### config.mk
export PLATFORM = sky130hd
export DESIGN_NAME = frame_buffer_controller
export DESIGN_NICKNAME = d
export VERILOG_FILES = /design/src/rtl/fb_pkg.sv /design/src/rtl/fb_clear_engine.sv /design/src/rtl/frame_buffer_controller.sv
export SDC_FILE = /design/constraint.sdc
export NUM_CORES = 1
export LEC_CHECK = 0
export BUFFER_PORTS_ARGS = -buffer_cell sky130_fd_sc_hd__clkbuf_2
export CAP_MARGIN = 20
export CORE_MARGIN = 3
export CORE_UTILIZATION = 58
export CTS_BUF_LIST = sky130_fd_sc_hd__clkbuf_16
export CTS_CLUSTER_DIAMETER = 60
export DETAILED_ROUTE_END_ITERATION = 10
export PLACE_DENSITY = 0.86
export SYNTH_ARGS = -nofsm -noshare
export SYNTH_HDL_FRONTEND = slang
export SYNTH_SLANG_ARGS = --single-unit
### constraint.sdc
create_clock -name clk -period 5 [get_ports clk]
set_input_delay 0.25 -clock clk [delete_from_list [all_inputs] [get_ports clk]]
set_output_delay 0.25 -clock clk [all_outputs]
set_load 0.005 [all_outputs]
### src/rtl/fb_pkg.sv
`default_nettype none
// ============================================================================
//  Module      : fb_pkg
//  Description : Shared definitions for the frame-buffer datapath: controller
//                state encoding and the pixel-count / address-width
//                derivation used by frame_buffer_controller and frame_buffer.
//  Revision    : 1.0  initial release
// ============================================================================
package fb_pkg;

    typedef enum logic [2:0] {
        ST_IDLE        = 3'd0,
        ST_CLEAR       = 3'd1,
        ST_DRAW        = 3'd2,
        ST_WAIT_VBLANK = 3'd3,
        ST_SWAP        = 3'd4
    } fb_state_e;

    localparam int C_DEFAULT_HOR_ACTIVE = 640;
    localparam int C_DEFAULT_VER_ACTIVE = 480;

    function automatic int fb_total_pixels(input int hor, input int ver);
        return hor * ver;
    endfunction

    // A one-pixel store still needs a one-bit address port.
    function automatic int fb_addr_width(input int total);
        return (total > 1) ? $clog2(total) : 1;
    endfunction

endpackage : fb_pkg
`default_nettype wire

### src/rtl/fb_clear_engine.sv
`default_nettype none
// ============================================================================
//  Module      : fb_clear_engine
//  Description : Address generator for clearing the back buffer. A start pulse
//                launches a sweep 0..TOTAL_PIXELS-1, one address per cycle.
//                The counter saturates at the last address and never wraps.
//  Revision    : 1.0  initial release
//  Ports       : clk      system clock
//                rst_n    asynchronous active-low reset
//                start_i  pulse: restart the sweep at address 0
//                addr_o   current clear address
//                valid_o  addr_o is a live clear address this cycle
//                last_o   addr_o is the final pixel (TOTAL_PIXELS-1)
// ============================================================================
module fb_clear_engine #(
    parameter int TOTAL_PIXELS = 32,
    parameter int ADDR_WIDTH   = 5
) (
    input  logic                  clk,
    input  logic                  rst_n,
    input  logic                  start_i,
    output logic [ADDR_WIDTH-1:0] addr_o,
    output logic                  valid_o,
    output logic                  last_o
);

    localparam logic [ADDR_WIDTH-1:0] C_LAST_ADDR = ADDR_WIDTH'(TOTAL_PIXELS - 1);

    logic [ADDR_WIDTH-1:0] count_q, count_d;
    logic                  active_q, active_d;
    logic                  w_last;

    assign w_last  = active_q && (count_q == C_LAST_ADDR);
    assign addr_o  = count_q;
    assign valid_o = active_q;
    assign last_o  = w_last;

    always_comb begin
        count_d  = count_q;
        active_d = active_q;
        if (start_i) begin
            count_d  = '0;
            active_d = 1'b1;
        end else if (active_q) begin
            // Hold at the last address once reached so the counter cannot wrap.
            if (w_last) begin
                active_d = 1'b0;
            end else begin
                count_d = count_q + 1'b1;
            end
        end
    end

    always_ff @(posedge clk or negedge rst_n) begin
        if (!rst_n) begin
            count_q  <= '0;
            active_q <= 1'b0;
        end else begin
            count_q  <= count_d;
            active_q <= active_d;
        end
    end

endmodule : fb_clear_engine
`default_nettype wire

### src/rtl/frame_buffer_controller.sv
`default_nettype none
// ============================================================================
//  Module      : frame_buffer_controller
//  Description : Sequences one frame of drawing into the double-buffered
//                frame store: optional clear of the back buffer, pass-through
//                of drawer writes, then a single-cycle swap on the first
//                vertical blank after the drawer reports completion.
//  Revision    : 1.0  initial release
//  Ports       : clk             system clock
//                rst_n           asynchronous active-low reset
//                frame_start     pulse: begin a frame (IDLE only)
//                draw_valid      drawer pixel write request
//                draw_addr       drawer pixel address, row-major
//                draw_data       drawer pixel value
//                draw_ready      drawer writes accepted (DRAW only)
//                draw_done       pulse: drawer finished the frame
//                vblank_start    pulse: first cycle of vertical blanking
//                fb_write_enable frame_buffer write enable (registered)
//                fb_write_addr   frame_buffer write address (registered)
//                fb_write_data   frame_buffer write data (registered)
//                fb_swap         frame_buffer swap, one-cycle pulse
//                busy            high in every state except IDLE
// ============================================================================
module frame_buffer_controller
    import fb_pkg::*;
#(
    parameter  int HOR_ACTIVE_PIXELS = C_DEFAULT_HOR_ACTIVE,
    parameter  int VER_ACTIVE_PIXELS = C_DEFAULT_VER_ACTIVE,
    parameter  int CLEAR_ON_START    = 1,
    localparam int TOTAL_PIXELS      = fb_total_pixels(HOR_ACTIVE_PIXELS, VER_ACTIVE_PIXELS),
    localparam int ADDR_WIDTH        = fb_addr_width(TOTAL_PIXELS)
) (
    input  logic                  clk,
    input  logic                  rst_n,
    input  logic                  frame_start,
    input  logic                  draw_valid,
    input  logic [ADDR_WIDTH-1:0] draw_addr,
    input  logic                  draw_data,
    output logic                  draw_ready,
    input  logic                  draw_done,
    input  logic                  vblank_start,
    output logic                  fb_write_enable,
    output logic [ADDR_WIDTH-1:0] fb_write_addr,
    output logic                  fb_write_data,
    output logic                  fb_swap,
    output logic                  busy
);

    fb_state_e             state_q;
    logic                  we_q;
    logic [ADDR_WIDTH-1:0] addr_q;
    logic                  data_q;
    logic                  swap_q;

    logic                  w_clr_start;
    logic [ADDR_WIDTH-1:0] w_clr_addr;
    logic                  w_clr_valid;
    logic                  w_clr_last;
    logic                  w_addr_in_range;

    // One extra bit keeps the comparison exact when TOTAL_PIXELS is a power of two.
    assign w_addr_in_range = ({1'b0, draw_addr} < (ADDR_WIDTH + 1)'(TOTAL_PIXELS));

    assign w_clr_start = (state_q == ST_IDLE) && frame_start;

    generate
        if (CLEAR_ON_START != 0) begin : g_clear
            fb_clear_engine #(
                .TOTAL_PIXELS (TOTAL_PIXELS),
                .ADDR_WIDTH   (ADDR_WIDTH)
            ) u_clear (
                .clk     (clk),
                .rst_n   (rst_n),
                .start_i (w_clr_start),
                .addr_o  (w_clr_addr),
                .valid_o (w_clr_valid),
                .last_o  (w_clr_last)
            );
        end else begin : g_no_clear
            assign w_clr_addr  = '0;
            assign w_clr_valid = 1'b0;
            assign w_clr_last  = 1'b0;
        end
    endgenerate

    always_ff @(posedge clk or negedge rst_n) begin
        if (!rst_n) begin
            state_q <= ST_IDLE;
            we_q    <= 1'b0;
            addr_q  <= '0;
            data_q  <= 1'b0;
            swap_q  <= 1'b0;
        end else begin
            we_q   <= 1'b0;
            swap_q <= 1'b0;
            case (state_q)
                ST_IDLE: begin
                    if (frame_start) begin
                        state_q <= (CLEAR_ON_START != 0) ? ST_CLEAR : ST_DRAW;
                    end
                end
                ST_CLEAR: begin
                    if (w_clr_valid) begin
                        we_q   <= 1'b1;
                        addr_q <= w_clr_addr;
                        data_q <= 1'b0;
                        if (w_clr_last) begin
                            state_q <= ST_DRAW;
                        end
                    end
                end
                ST_DRAW: begin
                    // Out-of-range writes are handshaken but never reach the store.
                    if (draw_valid && w_addr_in_range) begin
                        we_q   <= 1'b1;
                        addr_q <= draw_addr;
                        data_q <= draw_data;
                    end
                    // A vblank in this same cycle is deliberately not seen.
                    if (draw_done) begin
                        state_q <= ST_WAIT_VBLANK;
                    end
                end
                ST_WAIT_VBLANK: begin
                    if (vblank_start) begin
                        swap_q  <= 1'b1;
                        state_q <= ST_SWAP;
                    end
                end
                ST_SWAP: begin
                    state_q <= ST_IDLE;
                end
                default: begin
                    state_q <= ST_IDLE;
                end
            endcase
        end
    end

    assign fb_write_enable = we_q;
    assign fb_write_addr   = addr_q;
    assign fb_write_data   = data_q;
    assign fb_swap         = swap_q;
    assign busy            = (state_q != ST_IDLE);
    assign draw_ready      = (state_q == ST_DRAW);

endmodule : frame_buffer_controller
`default_nettype wire

==> flow_metrics.env <==
export IMPL_synth_top_area_share_pct=49.5
export IMPL_crit_required_ns=4.75
export IMPL_antenna_left=0
export IMPL_path_cells="nor2b_1 > nor2b_2 > buf_4 > clkbuf_2"
export IMPL_critPathMaxFanout=21
export IMPL_worst_setup_path_end_kind="output port"
export IMPL_nets=303
export IMPL_area_growth_pct=20.5
export IMPL_design_power_total_uw=747
export IMPL_clock_skew_final_ns=0.00551
export IMPL_yosys_top_cell_by_area="sky130_fd_sc_hd__dfrtp_1"
export IMPL_vias_in_the_first_global_route=1796
export IMPL_die_h_um=68.6
export IMPL_half_perimeter_wire_length_after_placement_um=3560
export IMPL_grt_max_degree=46
export IMPL_dieWidth_um=68.6
export IMPL_syn_nets=254
export IMPL_via_count=1900
export IMPL_final_max_slew_violation_count=0
export IMPL_report_final_setup_viol=0
export IMPL_max_cap_violations=0
export IMPL_count_of_flip_flops_with_a_built_in_enable_after_synthesis=0
export IMPL_synth_commonest_cells="sky130_fd_sc_hd__dfrtp_1 (45), sky130_fd_sc_hd__nor2_1 (37), sky130_fd_sc_hd__a21oi_1 (24)"
export IMPL_synth_cell_area_um2=2280
export IMPL_synth_simple_area_share_pct=21.9
export IMPL_hold_start="draw_data"
export IMPL_synth_top_cells_by_area="sky130_fd_sc_hd__dfrtp_1 (49%), sky130_fd_sc_hd__mux2i_1 (9.2%), sky130_fd_sc_hd__nor2_1 (6.1%)"
export IMPL_synthMuxAreaShare_pct=9.24
export IMPL_insertedDiodeCount=0
export IMPL_postCtsResizedCells=0
export IMPL_final_min_clock_period_ns=1.99
export IMPL_cell_with_the_largest_stage_delay_on_the_worst_path="sky130_fd_sc_hd__dfrtp_1"
export IMPL_internal_power_uw=607
export IMPL_worst_endpoint_arrival_ns=1.74
export IMPL_tritoncts_clock_tree="done"
export IMPL_clkPwrFrac_pct=48.2
export IMPL_worstHoldEndpoint="fb_write_data"
export IMPL_static_leakage_uw=0.00112
export IMPL_setup_worst_path_class="reg2out"
export IMPL_drt_wl_total_um=5160
export IMPL_synthesis_yosys_warnings=0
export IMPL_cts_max_path_buffers=2
export IMPL_cts_root_buf="sky130_fd_sc_hd__clkbuf_16"
export IMPL_detailedRoute_firstIterationViolations=109
export IMPL_ff2ff_setup_slack_ns=3.19
export IMPL_final_min_period_over_clock_period_pct=39.9
export IMPL_synth_flop_cell="sky130_fd_sc_hd__dfrtp_1"
export IMPL_cts_made_buffers=5
export IMPL_synth_fa_ha_area_share_pct=0.550
export IMPL_clock_latency_ns=0.29
export IMPL_tightest_hold_check_type="in2reg"
export IMPL_main_combinational_cell_family_by_area_after_synthesis="simple AND/OR/NAND/NOR gates"
export IMPL_path_buf_inv=2
export IMPL_antenna_found_initial=0
export IMPL_routabilityCongestion=0.833
export IMPL_worst_path_dominant_cell_family="buffers and inverters"
export IMPL_port_buffers=49
export IMPL_grt_overflow_total=0
export IMPL_parity_gate_share_of_the_synthesized_area_counting_xor_and_xnor_cells_pct=4.62
export IMPL_vias_per_cell=5.85
export IMPL_worst_path_max_stage_delay_ns=0.45
export IMPL_min_path_cells=3
export IMPL_postSynthAreaPerCell_um2=10.0
export IMPL_worstRegToRegCells=5
export IMPL_tns_ns=0
export IMPL_clock_tree_htree_level_count=2
export IMPL_synth_seq_cells=45
export IMPL_boundaryPins=50
export IMPL_dieArea_um2=4710
export IMPL_worst_setup_path_start_kind="flip-flop"
export IMPL_crit_reg2reg_launch="g_clear.u_clear.addr_o[4]"
export IMPL_status="completed"
export IMPL_flop_pwr_share_pct=48.8
export IMPL_timing_fmax_mhz=501
export IMPL_async_reset_ff_share_pct=100
export IMPL_final_hold_viol_count=0
export IMPL_coreArea_um2=3720
export IMPL_post_route_drc_count=0
export IMPL_cellPowerDensity_nw_per_um2=272
export IMPL_power_switching_fraction_pct=18.8
export IMPL_multi_input_combinational_cell_area_um2=1080
export IMPL_fraction_of_final_layout_cells_with_drive_strength_greater_than_1_pct=24.2
export IMPL_synth_most_common_cell="sky130_fd_sc_hd__dfrtp_1"
export IMPL_drt_pass1_iter_count=5
export IMPL_worst_pin_slew_ns=0.638
export IMPL_r2r_end="g_clear.u_clear.addr_o[17]"
export IMPL_power_switching_uw=140
export IMPL_initial_utilization_pct=61.2
export IMPL_grt_first_pass_wirelength_um=8310
export IMPL_synth_cells=227
export IMPL_grt_setup_unrepaired="false"
export IMPL_combinationalPowerShare_pct=3.1
export IMPL_synth_compound_gate_area_share_pct=10.8
export IMPL_cts_sinks=45
export IMPL_seqCellArea_um2=1130
export IMPL_max_slew_margin_rel_pct=57.5
export IMPL_rows=22
export IMPL_grt_util_all_layers_pct=24.2
export IMPL_fraction_of_the_yosys_area_taken_by_sequential_cells_pct=49.5
export IMPL_synth_cell_types=35
export IMPL_vdd_ir_drop_worst_mv=0.204
export IMPL_clk_transition_reported_paths_ns=0.06
export IMPL_fill_cells=255
export IMPL_wire_per_inst_um=15.9
-- sequential cells by signal, indices dropped and copies added (netlist names) --
signal	cells
fb_swap	1
fb_write_addr	19
fb_write_data	1
fb_write_enable	1
g_clear.u_clear.addr_o	19
g_clear.u_clear.valid_o	1
state_q	3
-- layout make-up --
cell class	count	share of cell area, %
Sequential cell	45	41.1
Multi-Input combinational cell	167	39.4
Timing Repair Buffer	53	10.9
Clock buffer	5	4.56
Tap cell	48	2.19
Clock inverter	3	1.37
Inverter	4	0.548
-- layout by cell type, fill, tap and decap left out, types with 3 or more instances in the layout --
master / n
sky130_fd_sc_hd__o211ai_1: 4
sky130_fd_sc_hd__a21oi_1: 23
sky130_fd_sc_hd__nand2_1: 16
sky130_fd_sc_hd__clkbuf_16: 5
sky130_fd_sc_hd__nor2_1: 37
sky130_fd_sc_hd__clkbuf_2: 49
sky130_fd_sc_hd__xor2_1: 11
sky130_fd_sc_hd__nor3_1: 3
sky130_fd_sc_hd__inv_1: 5
sky130_fd_sc_hd__nand3_1: 9
sky130_fd_sc_hd__or4_1: 5
sky130_fd_sc_hd__o21ai_1: 4
sky130_fd_sc_hd__mux2i_1: 21
sky130_fd_sc_hd__nand4_1: 5
sky130_fd_sc_hd__dfrtp_1: 45
-- power groups by stage --
stage          registers, µW  clock network (µW)  logic, µW
2_1_floorplan            371                   0       1.78
5_1_grt                  364                 379       25.9
3_3_place_gp             371                   0       20.0
6_report                 364                 360       22.9
3_5_place_dp             371                   0       20.0
4_1_cts                  364                 363       20.0
-- cells by family (layout without fill, tap and decap cells) --
group	Yosys count	count (layout)
AOI/OAI and AO/OA	41	41
xor gates and xnor gates	12	12
adders and majority gates	1	1
buffers and inverters	15	65
DFF	45	45
muxes	21	21
and+or+nand+nor	92	92
-- worst max path at each step --
stage / start / to / slack [ns] / depth (start not counted)
CTS: state_q[1] / draw_ready / 3.00 / 4
detailed placement: g_clear.u_clear.addr_o[0] / g_clear.u_clear.addr_o[17] / 3.22 / 5
finish: state_q[1] / draw_ready / 3.01 / 4
floorplan: g_clear.u_clear.addr_o[4] / g_clear.u_clear.addr_o[13] / 3.41 / 5
global placement: g_clear.u_clear.addr_o[4] / g_clear.u_clear.addr_o[13] / 3.28 / 5
global route: state_q[1] / draw_ready / 2.91 / 4
-- worst min-delay path, stage by stage --
cell	delay, ns
sky130_fd_sc_hd__clkbuf_2	0.08
sky130_fd_sc_hd__nand3_1	0.05
sky130_fd_sc_hd__o21ai_1	0.05
-- routing by layer --
metal / up-vias / share of wire, % / GRT usage, %
met5: - / 0 / 0
met4: 0 / 3.0 / 11.2
met3: 18 / 5.7 / 5.19
met2: 71 / 49 / 41.2
met1: 900 / 42 / 28.9
li1: 911 / - / -
-- repair_timing --
action	CTS	global route
hold buffers	0	1
setup buffers	0	0
endpoints found under the hold margin	0	20
-- through the flow --
stage | std cells | util [%] | area, µm² | hold slack (ns) | setup WS [ns]
finish | 325 | 73.8 | 2740 | 0.181 | 3.01
global route | 325 | 73.8 | 2740 | 0.216 | 2.91
CTS | 323 | 72.8 | 2700 | 0.184 | 3.00
detailed placement | 315 | 68.4 | 2540 | 0.484 | 3.22
global placement | 315 | 68.4 | 2540 | 0.486 | 3.28
floorplan | 227 | - | 2280 | -0.0456 | 3.41
No activity file was read; power rests on OpenSTA's default activity.
